## config.mk

```make
export PLATFORM = sky130hd
export DESIGN_NAME = decode_queue_flat
export DESIGN_NICKNAME = d
export VERILOG_FILES = /design/src/rtl/decode_queue_if.sv /design/src/rtl/decode_queue.sv /design/src/flat_wrapper.sv
export SDC_FILE = /design/constraint.sdc
export NUM_CORES = 1
export LEC_CHECK = 0
export BUFFER_PORTS_ARGS = -buffer_cell sky130_fd_sc_hd__buf_2
export CORE_MARGIN = 4
export CORE_UTILIZATION = 57
export CTS_BUF_LIST = sky130_fd_sc_hd__clkbuf_4 sky130_fd_sc_hd__clkbuf_8
export DETAILED_ROUTE_END_ITERATION = 7
export GPL_TIMING_DRIVEN = 0
export PLACE_DENSITY_LB_ADDON = 0.25
export SLEW_MARGIN = 25
export SYNTH_ARGS = -nofsm -noshare
export SYNTH_HDL_FRONTEND = slang
export SYNTH_SLANG_ARGS = --single-unit
```

## constraint.sdc

```tcl
create_clock -name clk -period 6.1 [get_ports clk]
set_input_delay 0.305 -clock clk [delete_from_list [all_inputs] [get_ports clk]]
set_output_delay 0.305 -clock clk [all_outputs]
set_load 0.03 [all_outputs]
```

## src/rtl/decode_queue_if.sv

```systemverilog
// Fetch-side and execute-side signals of the decode queue.
// The slave modport is the queue's view; the master modport is the fetch/execute view.
interface decode_queue_if #(
    parameter int XLEN  = 32,
    parameter int DEPTH = 2,
    parameter int EN_M  = 0
);
    localparam int AW = 14 + 8 * EN_M;
    localparam int CW = $clog2(DEPTH + 1);

    // Handshake: a transfer happens on a rising clk edge when valid and ready are
    // both high and i_flush is low; valid never waits on ready, and ready never waits on valid.
    logic [31:0]      i_inst;
    logic [XLEN-1:0]  i_pc;
    logic             i_valid;
    logic             o_ready;
    logic             o_valid;
    logic             i_ready;
    logic             i_flush;
    logic [XLEN-1:0]  o_pc;
    logic [4:0]       o_rs1_addr;
    logic [4:0]       o_rs2_addr;
    logic [4:0]       o_rd_addr;
    logic [2:0]       o_func3;
    logic [XLEN-1:0]  o_imm;
    logic [AW-1:0]    o_alu;
    logic [10:0]      o_opcode;
    logic             o_illegal;
    logic [CW-1:0]    o_count;

    modport slave (
        input  i_inst, i_pc, i_valid, i_ready, i_flush,
        output o_ready, o_valid, o_pc, o_rs1_addr, o_rs2_addr, o_rd_addr,
               o_func3, o_imm, o_alu, o_opcode, o_illegal, o_count
    );

    modport master (
        output i_inst, i_pc, i_valid, i_ready, i_flush,
        input  o_ready, o_valid, o_pc, o_rs1_addr, o_rs2_addr, o_rd_addr,
               o_func3, o_imm, o_alu, o_opcode, o_illegal, o_count
    );
endinterface

```

## src/rtl/decode_queue.sv

```systemverilog
// RV32I decode stage: decodes each accepted instruction combinationally and
// buffers the decoded entries in a DEPTH-entry FIFO toward execute.
module decode_queue #(
    parameter int XLEN  = 32,
    parameter int DEPTH = 2,
    parameter int EN_M  = 0
) (
    input  logic          clk,
    input  logic          reset,
    decode_queue_if.slave dq
);
    localparam int AW = 14 + 8 * EN_M;
    localparam int CW = $clog2(DEPTH + 1);
    localparam int PW = $clog2(DEPTH);

    localparam int ALU_ADD = 0, ALU_SUB = 1, ALU_SLL = 2, ALU_SRL = 3, ALU_SRA = 4;
    localparam int ALU_SLT = 5, ALU_SLTU = 6, ALU_XOR = 7, ALU_OR = 8, ALU_AND = 9;
    localparam int ALU_BEQ = 10, ALU_BNE = 11, ALU_BGE = 12, ALU_BGEU = 13;

    localparam logic [6:0] OP_R = 7'h33, OP_I = 7'h13, OP_B = 7'h63, OP_L = 7'h03;
    localparam logic [6:0] OP_S = 7'h23, OP_JAL = 7'h6f, OP_JALR = 7'h67, OP_LUI = 7'h37;
    localparam logic [6:0] OP_AUIPC = 7'h17, OP_SYS = 7'h73, OP_FENCE = 7'h0f;

    typedef struct packed {
        logic [XLEN-1:0] pc;
        logic [4:0]      rs1;
        logic [4:0]      rs2;
        logic [4:0]      rd;
        logic [2:0]      func3;
        logic [XLEN-1:0] imm;
        logic [AW-1:0]   alu;
        logic [10:0]     opcode;
        logic            illegal;
    } entry_t;

    function automatic logic [XLEN-1:0] sx(input logic [31:0] v);
        return XLEN'($signed(v));
    endfunction

    logic [31:0] inst;
    logic [2:0]  funct3;
    logic [6:0]  funct7;
    assign inst   = dq.i_inst;
    assign funct3 = inst[14:12];
    assign funct7 = inst[31:25];

    logic [31:0] i_imm32, s_imm32, b_imm32, j_imm32, u_imm32, f_imm32;
    assign i_imm32 = {{20{inst[31]}}, inst[31:20]};
    assign s_imm32 = {{20{inst[31]}}, inst[31:25], inst[11:7]};
    assign b_imm32 = {{19{inst[31]}}, inst[31], inst[7], inst[30:25], inst[11:8], 1'b0};
    assign j_imm32 = {{11{inst[31]}}, inst[31], inst[19:12], inst[20], inst[30:21], 1'b0};
    assign u_imm32 = {inst[31:12], 12'h000};
    assign f_imm32 = {20'h00000, inst[31:20]};

    logic [AW-1:0]   alu_base;
    logic [AW-1:0]   alu;
    logic [10:0]     opc;
    logic [XLEN-1:0] imm;
    logic            illegal;
    entry_t          dec;

    // Shared funct3 mapping for register and immediate arithmetic.
    always_comb begin
        alu_base = '0;
        case (funct3)
            3'b000: alu_base[ALU_ADD]  = 1'b1;
            3'b001: alu_base[ALU_SLL]  = 1'b1;
            3'b010: alu_base[ALU_SLT]  = 1'b1;
            3'b011: alu_base[ALU_SLTU] = 1'b1;
            3'b100: alu_base[ALU_XOR]  = 1'b1;
            3'b101: alu_base[ALU_SRL]  = 1'b1;
            3'b110: alu_base[ALU_OR]   = 1'b1;
            3'b111: alu_base[ALU_AND]  = 1'b1;
        endcase
    end

    always_comb begin
        alu     = '0;
        opc     = '0;
        imm     = '0;
        illegal = 1'b0;
        case (inst[6:0])
            OP_R: begin
                opc[0] = 1'b1;
                case (funct7)
                    7'h00: alu = alu_base;
                    7'h20: begin
                        if (funct3 == 3'b000)      alu[ALU_SUB] = 1'b1;
                        else if (funct3 == 3'b101) alu[ALU_SRA] = 1'b1;
                        else                       illegal = 1'b1;
                    end
                    7'h01: begin
                        if (EN_M != 0) alu = AW'({8'b1 << funct3, 14'b0});
                        else           illegal = 1'b1;
                    end
                    default: illegal = 1'b1;
                endcase
            end
            OP_I: begin
                opc[1] = 1'b1;
                imm    = sx(i_imm32);
                alu    = alu_base;
                if (funct3 == 3'b001 && funct7 != 7'h00) illegal = 1'b1;
                if (funct3 == 3'b101) begin
                    if (funct7 == 7'h20) begin
                        alu          = '0;
                        alu[ALU_SRA] = 1'b1;
                    end else if (funct7 != 7'h00) begin
                        illegal = 1'b1;
                    end
                end
            end
            OP_B: begin
                opc[2] = 1'b1;
                imm    = sx(b_imm32);
                case (funct3)
                    3'b000:  alu[ALU_BEQ]  = 1'b1;
                    3'b001:  alu[ALU_BNE]  = 1'b1;
                    3'b100:  alu[ALU_SLT]  = 1'b1;
                    3'b101:  alu[ALU_BGE]  = 1'b1;
                    3'b110:  alu[ALU_SLTU] = 1'b1;
                    3'b111:  alu[ALU_BGEU] = 1'b1;
                    default: alu = '0;
                endcase
            end
            OP_L:     begin opc[3]  = 1'b1; imm = sx(i_imm32); alu[ALU_ADD] = 1'b1; end
            OP_S:     begin opc[4]  = 1'b1; imm = sx(s_imm32); alu[ALU_ADD] = 1'b1; end
            OP_JAL:   begin opc[5]  = 1'b1; imm = sx(j_imm32); alu[ALU_ADD] = 1'b1; end
            OP_JALR:  begin opc[6]  = 1'b1; imm = sx(i_imm32); alu[ALU_ADD] = 1'b1; end
            OP_LUI:   begin opc[7]  = 1'b1; imm = sx(u_imm32); alu[ALU_ADD] = 1'b1; end
            OP_AUIPC: begin opc[8]  = 1'b1; imm = sx(u_imm32); alu[ALU_ADD] = 1'b1; end
            OP_SYS:   begin opc[9]  = 1'b1; alu[ALU_ADD] = 1'b1; end
            OP_FENCE: begin opc[10] = 1'b1; imm = XLEN'(f_imm32); alu[ALU_ADD] = 1'b1; end
            default:  illegal = 1'b1;
        endcase
        // Illegal entries still flow down the pipe, but carry no operation.
        if (illegal) begin
            alu = '0;
            opc = '0;
            imm = '0;
        end
    end

    always_comb begin
        dec         = '0;
        dec.pc      = dq.i_pc;
        dec.rs1     = inst[19:15];
        dec.rs2     = inst[24:20];
        dec.rd      = inst[11:7];
        dec.func3   = funct3;
        dec.imm     = imm;
        dec.alu     = alu;
        dec.opcode  = opc;
        dec.illegal = illegal;
    end

    entry_t        mem [DEPTH];
    logic [PW-1:0] wr_ptr, rd_ptr;
    logic [CW-1:0] count;
    logic          ready, valid, push, pop;
    entry_t        head;

    assign ready = count < CW'(DEPTH);
    assign valid = count != '0;
    assign push  = dq.i_valid && ready && !dq.i_flush;
    assign pop   = valid && dq.i_ready && !dq.i_flush;

    always_ff @(posedge clk) begin
        if (reset || dq.i_flush) begin
            wr_ptr <= '0;
            rd_ptr <= '0;
            count  <= '0;
        end else begin
            if (push) wr_ptr <= wr_ptr + PW'(1);
            if (pop)  rd_ptr <= rd_ptr + PW'(1);
            case ({push, pop})
                2'b10:   count <= count + CW'(1);
                2'b01:   count <= count - CW'(1);
                default: count <= count;
            endcase
        end
    end

    always_ff @(posedge clk) begin
        if (push) mem[wr_ptr] <= dec;
    end

    assign head = valid ? mem[rd_ptr] : '0;

    assign dq.o_ready    = ready;
    assign dq.o_valid    = valid;
    assign dq.o_count    = count;
    assign dq.o_pc       = head.pc;
    assign dq.o_rs1_addr = head.rs1;
    assign dq.o_rs2_addr = head.rs2;
    assign dq.o_rd_addr  = head.rd;
    assign dq.o_func3    = head.func3;
    assign dq.o_imm      = head.imm;
    assign dq.o_alu      = head.alu;
    assign dq.o_opcode   = head.opcode;
    assign dq.o_illegal  = head.illegal;
endmodule
```

## src/flat_wrapper.sv

```systemverilog
// flat-port wrapper written by rule: the top's interface ports become plain ports
module decode_queue_flat 
#(
    parameter int XLEN  = 32,
    parameter int DEPTH = 2,
    parameter int EN_M  = 0
)
  (clk, reset, dq_i_inst, dq_i_pc, dq_i_valid, dq_i_ready, dq_i_flush, dq_o_ready, dq_o_valid, dq_o_pc, dq_o_rs1_addr, dq_o_rs2_addr, dq_o_rd_addr, dq_o_func3, dq_o_imm, dq_o_alu, dq_o_opcode, dq_o_illegal, dq_o_count);
  decode_queue_if #(.XLEN(XLEN), .DEPTH(DEPTH), .EN_M(EN_M)) dq_i ();
  input  logic clk;
  input  logic reset;
  input wire logic [$bits(dq_i.i_inst)-1:0] dq_i_inst;
  input wire logic [$bits(dq_i.i_pc)-1:0] dq_i_pc;
  input wire logic [$bits(dq_i.i_valid)-1:0] dq_i_valid;
  input wire logic [$bits(dq_i.i_ready)-1:0] dq_i_ready;
  input wire logic [$bits(dq_i.i_flush)-1:0] dq_i_flush;
  output wire logic [$bits(dq_i.o_ready)-1:0] dq_o_ready;
  output wire logic [$bits(dq_i.o_valid)-1:0] dq_o_valid;
  output wire logic [$bits(dq_i.o_pc)-1:0] dq_o_pc;
  output wire logic [$bits(dq_i.o_rs1_addr)-1:0] dq_o_rs1_addr;
  output wire logic [$bits(dq_i.o_rs2_addr)-1:0] dq_o_rs2_addr;
  output wire logic [$bits(dq_i.o_rd_addr)-1:0] dq_o_rd_addr;
  output wire logic [$bits(dq_i.o_func3)-1:0] dq_o_func3;
  output wire logic [$bits(dq_i.o_imm)-1:0] dq_o_imm;
  output wire logic [$bits(dq_i.o_alu)-1:0] dq_o_alu;
  output wire logic [$bits(dq_i.o_opcode)-1:0] dq_o_opcode;
  output wire logic [$bits(dq_i.o_illegal)-1:0] dq_o_illegal;
  output wire logic [$bits(dq_i.o_count)-1:0] dq_o_count;
  assign dq_i.i_inst = dq_i_inst;
  assign dq_i.i_pc = dq_i_pc;
  assign dq_i.i_valid = dq_i_valid;
  assign dq_i.i_ready = dq_i_ready;
  assign dq_i.i_flush = dq_i_flush;
  assign dq_o_ready = dq_i.o_ready;
  assign dq_o_valid = dq_i.o_valid;
  assign dq_o_pc = dq_i.o_pc;
  assign dq_o_rs1_addr = dq_i.o_rs1_addr;
  assign dq_o_rs2_addr = dq_i.o_rs2_addr;
  assign dq_o_rd_addr = dq_i.o_rd_addr;
  assign dq_o_func3 = dq_i.o_func3;
  assign dq_o_imm = dq_i.o_imm;
  assign dq_o_alu = dq_i.o_alu;
  assign dq_o_opcode = dq_i.o_opcode;
  assign dq_o_illegal = dq_i.o_illegal;
  assign dq_o_count = dq_i.o_count;
  decode_queue #(.XLEN(XLEN), .DEPTH(DEPTH), .EN_M(EN_M)) u_core (.clk(clk), .reset(reset), .dq(dq_i));
endmodule
```

==> results of run 1 <==
per-stage QoR:
stage	util [%]	total power [mW]	TNS, ns	area (um^2)	hold slack, ns
after CTS	72.8	3.18	0	12000	0.00124
after global placement	65.0	1.95	-389.15	10700	0.494
after floorplan	-	1.87	0	9570	0.382
after detailed placement	66.1	1.96	0	10900	0.496
after global routing	72.8	3.28	0	12000	0.00217
final	72.8	3.15	0	12000	0.0261
power groups by stage:
stage	clock [mW]	combinational, mW	sequential, mW
after global routing	1.30	0.266	1.71
after detailed placement	0	0.223	1.74
after floorplan	0	0.131	1.74
after global placement	0	0.208	1.75
after CTS	1.23	0.245	1.71
final	1.20	0.246	1.71
state kept, by name, indices dropped and copies added (netlist names), named ones only:
name / cells
u_core.mem: 216
u_core.dq.o_count: 2
u_core.rd_ptr: 1
u_core.wr_ptr: 1
area by class of cell:
cell class / instances / area (um^2) / area share, %
antenna: 2 / 5.00 / 0.0416
clock inverter: 17 / 97.6 / 0.811
clock buffer: 46 / 577 / 4.79
multi-input combinational: 394 / 2770 / 23.0
timing repair buffer: 230 / 1490 / 12.4
sequential: 221 / 6590 / 54.7
tap: 220 / 275 / 2.29
inverter: 9 / 33.8 / 0.281
buffer: 40 / 203 / 1.68
worst paths after layout:
path	end	startpoint	slack, ns
setup reg to reg	u_core.mem[0][90]$_DFFE_PP_	u_core.dq.o_count[1]$_SDFFE_PP0P_	3.90
hold reg to reg	u_core.rd_ptr$_SDFFE_PP0P_	u_core.rd_ptr$_SDFFE_PP0P_	0.57
hold / removal	u_core.mem[0][59]$_DFFE_PP_	dq_i_inst[13]	0.03
setup / recovery	dq_o_pc[23]	flop	3.13
logic make-up (layout without fill, tap and decap cells):
| group | count (synthesis) | in the layout |
|---|---|---|
| AO/OA/AOI/OAI | 56 | 56 |
| adder cells (fa/ha/maj) | 1 | 1 |
| buffers and inverters | 49 | 342 |
| AND/OR/NAND/NOR | 223 | 223 |
| XOR/XNOR | 5 | 5 |
| flip-flops | 221 | 221 |
| multiplexers | 109 | 109 |
| other | 0 | 2 |
per-layer routing:
layer	track usage (%)	up-vias	part of all wire [%]
li1	-	3030	-
met1	28.9	3074	41
met2	36.6	217	49
met3	5.81	37	7.6
met4	8.09	4	2.0
met5	0	-	0.066
cell usage in the layout (no fill, tap or decap), types with 4 or more instances in the layout:
| master | synthesis | routed |
|---|---|---|
| edfxtp_1 | 216 | 216 |
| buf_2 | 6 | 185 |
| nor2_1 | 127 | 124 |
| mux2i_1 | 108 | 108 |
| dlygate4sd3_1 | 0 | 43 |
| clkbuf_8 | 0 | 37 |
| nand2_1 | 25 | 25 |
| clkbuf_1 | 17 | 17 |
| nor3_1 | 17 | 17 |
| a21oi_1 | 16 | 16 |
| a211oi_2 | 16 | 16 |
| clkinv_1 | 0 | 12 |
| inv_1 | 9 | 9 |
| buf_1 | 9 | 9 |
| nor3_2 | 9 | 9 |
| clkbuf_4 | 0 | 9 |
| buf_12 | 0 | 7 |
| nand3_1 | 6 | 6 |
| nor4_1 | 6 | 6 |
| o211ai_1 | 6 | 6 |
| nand2b_1 | 5 | 5 |
| dfxtp_1 | 5 | 5 |
| nor2b_1 | 4 | 4 |
| nand3b_1 | 4 | 4 |
| buf_4 | 4 | 4 |
| buf_6 | 4 | 4 |
| nor3b_1 | 4 | 4 |
critical path, stage by stage (launching register included):
cell	delay [ns]
dfxtp_1	0.30
clkbuf_1	0.53
buf_2	0.40
buf_2	0.36
mux2i_1	0.29
nor2_1	0.06
buf_2	0.19
==> insert_results.sql, run 1 <==
INSERT INTO impl_metrics (metric_group, metric, value, unit) VALUES
('cts', 'cts_post_setup_buffers_inserted', '0', ''),
('route', 'detail_route.first_pass.iterations', '5', ''),
('route', 'finalWirelength', '21200', 'um'),
('route', 'detail-route-antenna-nets', '0', ''),
('logic_synthesis', 'ys.warnings.count', '0', ''),
('timing', 'max-slew-margin-rel', '37.9', '%'),
('cts', 'tritoncts', 'built', ''),
('timing', 'worstMarginPinSlew', '0.923', 'ns'),
('worst_setup_path', 'reg2regPathDepth', '6', ''),
('floorplan', 'floorplan.die_area', '18900', 'um^2'),
('cts', 'clockRootBuffer', 'clkbuf_8', ''),
('cts', 'maximum_root_to_sink_buffer_count', '3', ''),
('global_route', 'grt_pass1_wl', '32400', 'um'),
('timing', 'finalWorstSetupSlack', '3.13', 'ns'),
('layout', 'drive_gt1_share', '30.7', '%'),
('logic_synthesis', 'post-synth-top-count-cell', 'edfxtp_1', ''),
('power', 'power.net_switching', '702', 'uW'),
('logic_synthesis', 'post_synthesis_adder_cell_area_fraction', '0.131', '%'),
('floorplan', 'core_area', '16500', 'um^2'),
('timing', 'hold_viol', '0', ''),
('logic_synthesis', 'synthArstFlopShare', '0', '%'),
('cts', 'worst_skew_pair.late_latency', '0.51', 'ns'),
('logic_synthesis', 'synth.avg_cell_area', '14.4', 'um^2'),
('logic_synthesis', 'ys_types', '53', ''),
('global_route', 'grt_start_max_net_pins', '26', ''),
('placement', 'finalWeightedCongestion', '0.893', ''),
('power', 'switching_portion_of_total_power', '22.3', '%'),
('global_route', 'antenna_violations_before_repair', '3', ''),
('global_route', 'gr-usage-all-layers', '22.3', '%'),
('logic_synthesis', 'synthXorXnorAreaFrac', '0.458', '%'),
('route', 'via_count', '6362', ''),
('logic_synthesis', 'syn_nets', '734', ''),
('outcome', 'run_status', 'complete, no violations', ''),
('logic_synthesis', 'ys.flop_type', 'edfxtp_1', ''),
('global_route', 'grt-ovfl-total', '0', ''),
('worst_setup_path', 'crit_type', 'flop to output port', ''),
('route', 'vias_per_cell', '5.40', ''),
('worst_hold_path', 'worstHoldPathCells', '1', ''),
('flow_run', 'max_cap_viol_count', '0', ''),
('worst_setup_path', 'cp.required', '5.79', 'ns'),
('floorplan', 'ios', '181', ''),
('cts', 'cts.repair.resized', '0', ''),
('logic_synthesis', 'ys_seq_area_share', '68.8', '%'),
('worst_setup_path', 'critPathLaunchType', 'flop', ''),
('route', 'first_iter_violations', '350', ''),
('cts', 'clkTransAtPathRegs', '0.06', 'ns'),
('cts', 'cts-hold-fix-buffers', '42', ''),
('placement', 'post-dp-hpwl', '14600', 'um'),
('logic_synthesis', 'synth_top_area_cell', 'edfxtp_1', ''),
('logic_synthesis', 'synth_enable_flop_cells', '216', ''),
('timing', 'skew', '0.0296', 'ns'),
('logic_synthesis', 'synth_top_family_by_area', 'multiplexers', ''),
('placement', 'placement.io_buffers', '179', ''),
('worst_setup_path', 'type_of_element_capturing_the_critical_path', 'output port', ''),
('logic_synthesis', 'synthTopCellsByArea', 'edfxtp_1 68%, mux2i_1 11%, nor2_1 5.0%', ''),
('logic_synthesis', 'syn-cell-area', '9570', 'um^2'),
('timing', 'finalSetupViolations', '0', ''),
('route', 'post-route-drc-count', '0', ''),
('worst_setup_path', 'timing.critical_path.fanout_max', '10', ''),
('layout', 'areaGrowthSynthToFinish', '25.8', '%'),
('timing', 'post-route-min-period', '2.97', 'ns'),
('logic_synthesis', 'synth_compound_area_share', '5.45', '%'),
('power', 'leakagePower', '4.19', 'nW'),
('logic_synthesis', 'yosys.area.top_type_share', '67.8', '%'),
('logic_synthesis', 'yosys.area_share.simple', '11.3', '%'),
('power', 'intPower', '2.45', 'mW'),
('route', 'routed_wire_length_per_instance', '18.0', 'um'),
('logic_synthesis', 'yosys-mux-area-fraction', '11.4', '%'),
('worst_hold_path', 'worst_hold_path_type', 'input pin to flop', ''),
('cts', 'cts_made_buffers', '36', ''),
('power', 'power_density', '262', 'nW/um^2');
No activity file was read; power rests on OpenSTA's default activity.
==> run 2, diff against run 1 <==
- CORE_UTILIZATION: 57 -> 52
- clock period: 6.1 -> 2.7 ns (I/O delays scaled with it)
==> run 2 against run 1 <==
Against the previous run:
- register-to-register slack worse by 3.6 ns
- total power up 130%
- routed wire length rose by 5.1%
- die area increased by 9.0%
- via count grew 1.5%
- clock-buffer cell count up 6
- clock power rose by 130%
- non-clock buffer count rose by 11
- design area up 1.8%
- clock skew is 0.0062 ns lower
- critical endpoint is now dq_o_pc[14]
==> insert_results.sql, run 2 (synthesized netlist as in run 1, its figures left out) <==
INSERT INTO impl_metrics (metric_group, metric, value, unit) VALUES
('outcome', 'run_status', 'complete, no violations', ''),
('worst_hold_path', 'worstHoldPathCells', '3', ''),
('global_route', 'gr-usage-all-layers', '21.5', '%'),
('route', 'post-route-drc-count', '0', ''),
('worst_setup_path', 'ff2ff_setup_slack', '0.29', 'ns'),
('cts', 'cts_post_setup_buffers_inserted', '0', ''),
('floorplan', 'die_h', '144', 'um'),
('power', 'leakagePower', '4.29', 'nW'),
('placement', 'placement.io_buffers', '179', ''),
('worst_setup_path', 'timing.critical_path.to', 'dq_o_pc[14]', ''),
('worst_setup_path', 'reg2regPathDepth', '9', ''),
('timing', 'final_clock_period_utilization_by_the_worst_path', '93.2', '%'),
('worst_setup_path', 'worst-endpoint-arrival', '2.38', 'ns'),
('power', 'intPower', '5.63', 'mW'),
('worst_setup_path', 'critPathLaunchType', 'flop', ''),
('worst_setup_path', 'timing.critical_path.fanout_max', '10', ''),
('power', 'power.share.clock', '38.6', '%'),
('route', 'detail-route-antenna-nets', '0', ''),
('timing', 'max-slew-margin-rel', '37.9', '%'),
('layout', 'mostFrequentLayoutCell', 'edfxtp_1', ''),
('cts', 'clkTransAtPathRegs', '0.06', 'ns'),
('power', 'power_density', '590', 'nW/um^2'),
('global_route', 'first_global_vias', '6601', ''),
('placement', 'dp_cells', '1082', ''),
('route', 'finalWirelength', '22300', 'um'),
('power', 'power_frac_seq', '53.3', '%'),
('worst_setup_path', 'reg2reg_from', 'u_core.dq.o_count[0]$_SDFFE_PP0P_', ''),
('layout', 'commonest_cells_after_routing_fill_and_taps_aside', '216 x edfxtp_1, 185 x buf_2, 124 x nor2_1, 108 x mux2i_1, 53 x dlygate4sd3_1', ''),
('worst_hold_path', 'worst_hold_path_type', 'input pin to flop', ''),
('placement', 'post-place-ws', '0.414', 'ns'),
('timing', 'finalWorstSetupSlack', '0.184', 'ns'),
('floorplan', 'floorplan.die_area', '20600', 'um^2'),
('worst_setup_path', 'timing.critical_path.buf_inv', '3', ''),
('placement', 'post-dp-hpwl', '15300', 'um'),
('cts', 'tritoncts', 'built', ''),
('worst_setup_path', 'critPathMostFrequentCell', 'buf_2', ''),
('layout', 'largest_reg_flops', '216', ''),
('flow_run', 'max_cap_viol_count', '0', ''),
('global_route', 'antenna_violations_before_repair', '6', ''),
('layout', 'utilization', '68.0', '%'),
('worst_setup_path', 'worstSetupPathDepth', '5', ''),
('worst_setup_path', 'type_of_element_capturing_the_critical_path', 'output port', ''),
('timing', 'skew', '0.0234', 'ns'),
('layout', 'num-nets-final', '1013', ''),
('power', 'power.net_switching', '1.60', 'mW'),
('placement', 'finalWeightedCongestion', '0.908', ''),
('floorplan', 'die_w', '144', 'um'),
('floorplan', 'core_area', '18000', 'um^2'),
('worst_setup_path', 'critical-path-top-delay-family', 'buffers and inverters', ''),
('layout', 'drive_gt1_share', '31.4', '%'),
('floorplan', 'initial_core_util', '53.1', '%'),
('layout', 'areaGrowthSynthToFinish', '28.0', '%'),
('timing', 'worstMarginPinSlew', '0.922', 'ns'),
('worst_setup_path', 'critical_path.slowest_cell', 'dfxtp_1', ''),
('cts', 'clockRootBuffer', 'clkbuf_8', ''),
('cts', 'clock_sink_count', '221', ''),
('cts', 'cts.htree.levels', '2', ''),
('global_route', 'grt_pass1_wl', '34400', 'um'),
('route', 'via_count', '6456', ''),
('route', 'first_iter_violations', '466', ''),
('global_route', 'grt_start_max_net_pins', '26', ''),
('timing', 'hold_viol', '0', ''),
('layout', 'largest_register', 'u_core.mem', ''),
('worst_setup_path', 'critical-path-max-stage-delay', '0.63', 'ns'),
('layout', 'layoutNonFillerInstCount', '1199', ''),
('worst_setup_path', 'crit_type', 'flop to output port', ''),
('global_route', 'grt-ovfl-total', '0', ''),
('cts', 'worst_skew_pair.late_latency', '0.52', 'ns'),
('power', 'combPwrFrac', '8.1', '%'),
('cts', 'maximum_root_to_sink_buffer_count', '3', ''),
('worst_setup_path', 'crit_path_cell_chain', 'buf_2, buf_2, mux2i_1, nor2_1, buf_2', ''),
('timing', 'slew_violations', '0', ''),
('floorplan', 'ios', '181', ''),
('cts', 'cts_made_buffers', '36', ''),
('route', 'vias_per_cell', '5.38', ''),
('route', 'detail_route.first_pass.iterations', '5', ''),
('timing', 'maxClockFrequency', '0.397', 'GHz'),
('power', 'worst_ir_drop_vdd', '0.377', 'mV'),
('worst_setup_path', 'cp.required', '2.57', 'ns'),
('floorplan', 'std_cell_rows', '49', ''),
('worst_setup_path', 'end_of_the_worst_register_to_register_path', 'u_core.dq.o_count[1]$_SDFFE_PP0P_', ''),
('timing', 'post-route-min-period', '2.52', 'ns'),
('timing', 'finalSetupViolations', '0', ''),
('power', 'switching_portion_of_total_power', '22.2', '%'),
('route', 'routed_wire_length_per_instance', '18.6', 'um'),
('timing', 'rsz0062_at_grt', 'no', '');
[run 2: cell count changes in the layout (fill, tap and decap cells not counted), moves of 3 or more]
cell           previous run  this run
buf_12                    7         4
clkinv_1                 12         7
buf_16                    1         6
dlygate4sd3_1            43        53
clkbuf_4                  9        15
[run 2: worst min path at each step]
stage               slack [ns]                                 to          start
floorplan                 0.20  u_core.dq.o_count[1]$_SDFFE_PP0P_          reset
global route              0.05        u_core.mem[0][32]$_DFFE_PP_  dq_i_inst[26]
detailed placement        0.33       u_core.mem[0][101]$_DFFE_PP_    dq_i_pc[25]
global placement          0.32       u_core.mem[0][105]$_DFFE_PP_    dq_i_pc[29]
finish                    0.07        u_core.mem[1][54]$_DFFE_PP_  dq_i_inst[28]
CTS                       0.03         u_core.wr_ptr$_SDFFE_PP0P_     dq_i_valid
[run 2: repair_timing]
item,in CTS,in global routing
hold buffers,53,0
hold endpoints to repair,105,0
setup endpoints to repair,23,2
gates resized for setup,1,1
[run 2: worst min-delay path, delay by kind of cell]
kind	cells	cell delay (ns)
compound gates	1	0.08
simple gates	1	0.06
buf+inv	1	0.11
[run 2: cell type report]
class,count,area (um^2)
diodes,2,5.00
fillers,1297,5770
clock inverters,11,71.3
flip-flops and latches,221,6590
multi-input cells,394,2770
repair buffers,242,1670
well taps,229,287
clock buffers,52,622
plain buffers,39,200
inverters,9,33.8
[run 2: stage by stage]
step	area [um^2]	power, mW	hold slack (ns)	TNS [ns]
after floorplan	9590	4.22	0.204	0
after global placement	10800	4.40	0.324	-148.92
after detailed placement	11000	4.44	0.326	0
after CTS	12200	7.30	0.0331	0
after global routing	12300	7.52	0.0533	0
final	12300	7.23	0.0668	0
[run 2: power groups by stage]
stage                     combinational [mW]  clock [mW]  sequential [mW]
final                                  0.582        2.79             3.86
after floorplan                        0.298           0             3.93
after global routing                   0.628        3.04             3.86
after detailed placement               0.519           0             3.93
after global placement                 0.470           0             3.93
after CTS                              0.580        2.86             3.86
[run 2: layer usage]
metal	GRT usage, %	part of all wire [%]	vias up
met5	0	0.24	-
met4	7.53	2.9	8
met3	5.96	8.1	63
met2	34.6	47	267
met1	28.3	41	3074
li1	-	-	3044
==> run 3, diff against run 2 <==
- MAX_ROUTING_LAYER: not set -> met4
==> run 3 against run 2 <==
Against the previous run:
- clock power fell by 2%
- critical endpoint is now u_core.mem[1][35]$_DFFE_PP_
- worst setup slack improved by 0.087 ns
- flip-flop and latch count is the same
- hold slack worse by 0.014 ns
- sequential power about the same
==> insert_results.sql, run 3 (synthesized netlist as in run 1, its figures left out) <==
INSERT INTO impl_metrics (metric_group, metric, value, unit) VALUES
('outcome', 'run_status', 'complete, no violations', ''),
('cts', 'worst_skew_pair.late_latency', '0.52', 'ns'),
('layout', 'fillCellCount', '1320', ''),
('timing', 'slew_violations', '0', ''),
('worst_setup_path', 'end_of_the_worst_register_to_register_path', 'u_core.dq.o_count[1]$_SDFFE_PP0P_', ''),
('cts', 'cts_post_setup_buffers_inserted', '0', ''),
('placement', 'post-dp-hpwl', '15400', 'um'),
('worst_setup_path', 'ff2ff_setup_slack', '0.28', 'ns'),
('power', 'switching_portion_of_total_power', '22.9', '%'),
('layout', 'largest_reg_flops', '216', ''),
('timing', 'hold_viol', '0', ''),
('layout', 'final-seq-area', '6590', 'um^2'),
('worst_setup_path', 'critPathLaunchType', 'input pin', ''),
('floorplan', 'die_w', '144', 'um'),
('worst_setup_path', 'reg2regPathDepth', '9', ''),
('worst_hold_path', 'min_to', 'u_core.mem[0][51]$_DFFE_PP_', ''),
('route', 'routed_wire_length_per_instance', '18.5', 'um'),
('global_route', 'grt_start_max_net_pins', '26', ''),
('timing', 'rsz0062_at_grt', 'no', ''),
('placement', 'dp_cells', '1082', ''),
('power', 'power_density', '585', 'nW/um^2'),
('worst_hold_path', 'worst_hold_path_type', 'input pin to flop', ''),
('placement', 'placement.io_buffers', '179', ''),
('global_route', 'antenna_violations_before_repair', '3', ''),
('worst_setup_path', 'reg2reg_from', 'u_core.dq.o_count[0]$_SDFFE_PP0P_', ''),
('layout', 'largest_register', 'u_core.mem', ''),
('power', 'totalPowerFinal', '7.16', 'mW'),
('cts', 'maximum_root_to_sink_buffer_count', '3', ''),
('route', 'detail_route.first_pass.iterations', '5', ''),
('power', 'worst_ir_drop_vdd', '0.431', 'mV'),
('layout', 'num-nets-final', '1013', ''),
('layout', 'layoutNonFillerInstCount', '1202', ''),
('global_route', 'grt-ovfl-total', '0', ''),
('worst_setup_path', 'timing.critical_path.fanout_max', '10', ''),
('route', 'first_iter_violations', '382', ''),
('worst_setup_path', 'type_of_element_capturing_the_critical_path', 'flop', ''),
('layout', 'commonest_cells_after_routing_fill_and_taps_aside', '216 x edfxtp_1, 185 x buf_2, 124 x nor2_1, 108 x mux2i_1, 53 x dlygate4sd3_1', ''),
('route', 'post-route-drc-count', '0', ''),
('cts', 'clockRootBuffer', 'clkbuf_8', ''),
('layout', 'multi_input_comb_area', '2780', 'um^2'),
('route', 'detail-route-antenna-nets', '0', ''),
('power', 'leakagePower', '4.27', 'nW'),
('flow_run', 'max_cap_viol_count', '0', ''),
('worst_hold_path', 'worst_hold_startpoint', 'dq_i_inst[25]', ''),
('timing', 'max-slew-margin-rel', '42.9', '%'),
('power', 'power_frac_seq', '53.8', '%'),
('global_route', 'grt_pass1_wl', '34500', 'um'),
('floorplan', 'core_area', '18000', 'um^2'),
('worst_setup_path', 'crit_type', 'input pin to flop', ''),
('layout', 'areaGrowthSynthToFinish', '28.0', '%'),
('power', 'combPwrFrac', '8.1', '%'),
('global_route', 'gr-usage-all-layers', '22.0', '%'),
('floorplan', 'floorplan.die_area', '20600', 'um^2'),
('power', 'power.net_switching', '1.64', 'mW'),
('power', 'intPower', '5.52', 'mW'),
('cts', 'tritoncts', 'built', ''),
('worst_hold_path', 'worstHoldPathCells', '3', ''),
('timing', 'maxClockFrequency', '0.412', 'GHz'),
('cts', 'clock_sink_count', '221', ''),
('floorplan', 'ios', '181', ''),
('cts', 'cts.htree.levels', '2', ''),
('global_route', 'first_global_vias', '6715', ''),
('worst_setup_path', 'cp.required', '2.92', 'ns'),
('layout', 'drive_gt1_share', '31.2', '%'),
('floorplan', 'initial_core_util', '53.1', '%'),
('timing', 'post-route-min-period', '2.43', 'ns'),
('route', 'finalWirelength', '22300', 'um'),
('layout', 'mostFrequentLayoutCell', 'edfxtp_1', ''),
('route', 'via_count', '6477', ''),
('floorplan', 'std_cell_rows', '49', ''),
('timing', 'finalSetupViolations', '0', ''),
('timing', 'final_clock_period_utilization_by_the_worst_path', '90.0', '%'),
('cts', 'clkTransAtPathRegs', '0.06', 'ns'),
('route', 'vias_per_cell', '5.39', ''),
('placement', 'finalWeightedCongestion', '0.888', ''),
('worst_setup_path', 'worst-endpoint-arrival', '2.65', 'ns'),
('power', 'power.share.clock', '38.1', '%'),
('cts', 'cts_made_buffers', '36', ''),
('floorplan', 'die_h', '144', 'um'),
('timing', 'skew', '0.0167', 'ns'),
('timing', 'worstMarginPinSlew', '0.855', 'ns');
## run 3: cell types whose count changed in the layout (fill, tap and decap cells not counted), sizes merged
cell,delta
clkbuf,-8
clkinv,+7
clkinvlp,+2
diode,+2
## run 3: final cells by class
class | count | area share (%)
flip-flops and latches | 221 | 53.8
multi-input cells | 394 | 22.7
repair buffers | 242 | 13.6
clock buffers | 44 | 4.59
well taps | 229 | 2.34
plain buffers | 39 | 1.64
clock inverters | 20 | 0.930
inverters | 9 | 0.276
diodes | 4 | 0.0817
## run 3: power by group through the flow
stage               logic [mW]  clock network [mW]  registers [mW]
finish                   0.581                2.73            3.86
global route             0.627                2.96            3.86
CTS                      0.578                2.79            3.86
detailed placement       0.518                   0            3.93
global placement         0.472                   0            3.93
floorplan                0.298                   0            3.93
## run 3: how the worst max path moves through the flow
| stage | end | startpoint | depth (start not counted) |
|---|---|---|---|
| final | u_core.mem[1][35]$_DFFE_PP_ | dq_i_inst[13] | 8 |
| after global routing | dq_o_pc[11] | u_core.dq.o_count[0]$_SDFFE_PP0P_ | 5 |
| after CTS | dq_o_pc[14] | flop | 5 |
| after detailed placement | u_core.mem[1][37]$_DFFE_PP_ | dq_i_inst[13] | 7 |
| after global placement | u_core.mem[0][94]$_DFFE_PP_ | u_core.dq.o_count[1]$_SDFFE_PP0P_ | 3 |
| after floorplan | u_core.mem[0][0]$_DFFE_PP_ | u_core.dq.o_count[1]$_SDFFE_PP0P_ | 3 |
## run 3: layer usage
metal,wire [um],GRT usage [%]
met1,9080,28.0
met5,0,-
met3,1830,4.99
met4,544,7.19
met2,10800,35.3
## run 3: worst max-delay path, cell delays in order
cell and delay, ns:
dlygate4sd3_1 0.54, buf_2 0.15, clkbuf_1 0.26, nor2b_1 0.47, o32ai_4 0.20, a311oi_4 0.56, buf_6 0.24, nor3b_2 0.08
## run 3: repair_timing
| action | CTS | global route |
|---|---|---|
| resized for setup | 1 | 4 |
| hold buffers | 53 | 0 |
| setup endpoints to repair | 69 | 15 |
| endpoints found under the hold margin | 105 | 0 |
## run 3: metrics by stage
stage | cell area (um^2) | setup slack (ns) | TNS [ns] | hold slack, ns | utilization, %
4_1_cts | 12200 | 0.0535 | 0 | 0.0205 | 67.8
3_5_place_dp | 11000 | 0.393 | 0 | 0.326 | 61.1
5_1_grt | 12200 | 0.149 | 0 | 0.0479 | 67.9
6_report | 12200 | 0.271 | 0 | 0.0527 | 68.0
2_1_floorplan | 9590 | 0.0108 | 0 | 0.204 | -
3_3_place_gp | 10800 | -0.706 | -147.90 | 0.324 | 59.8
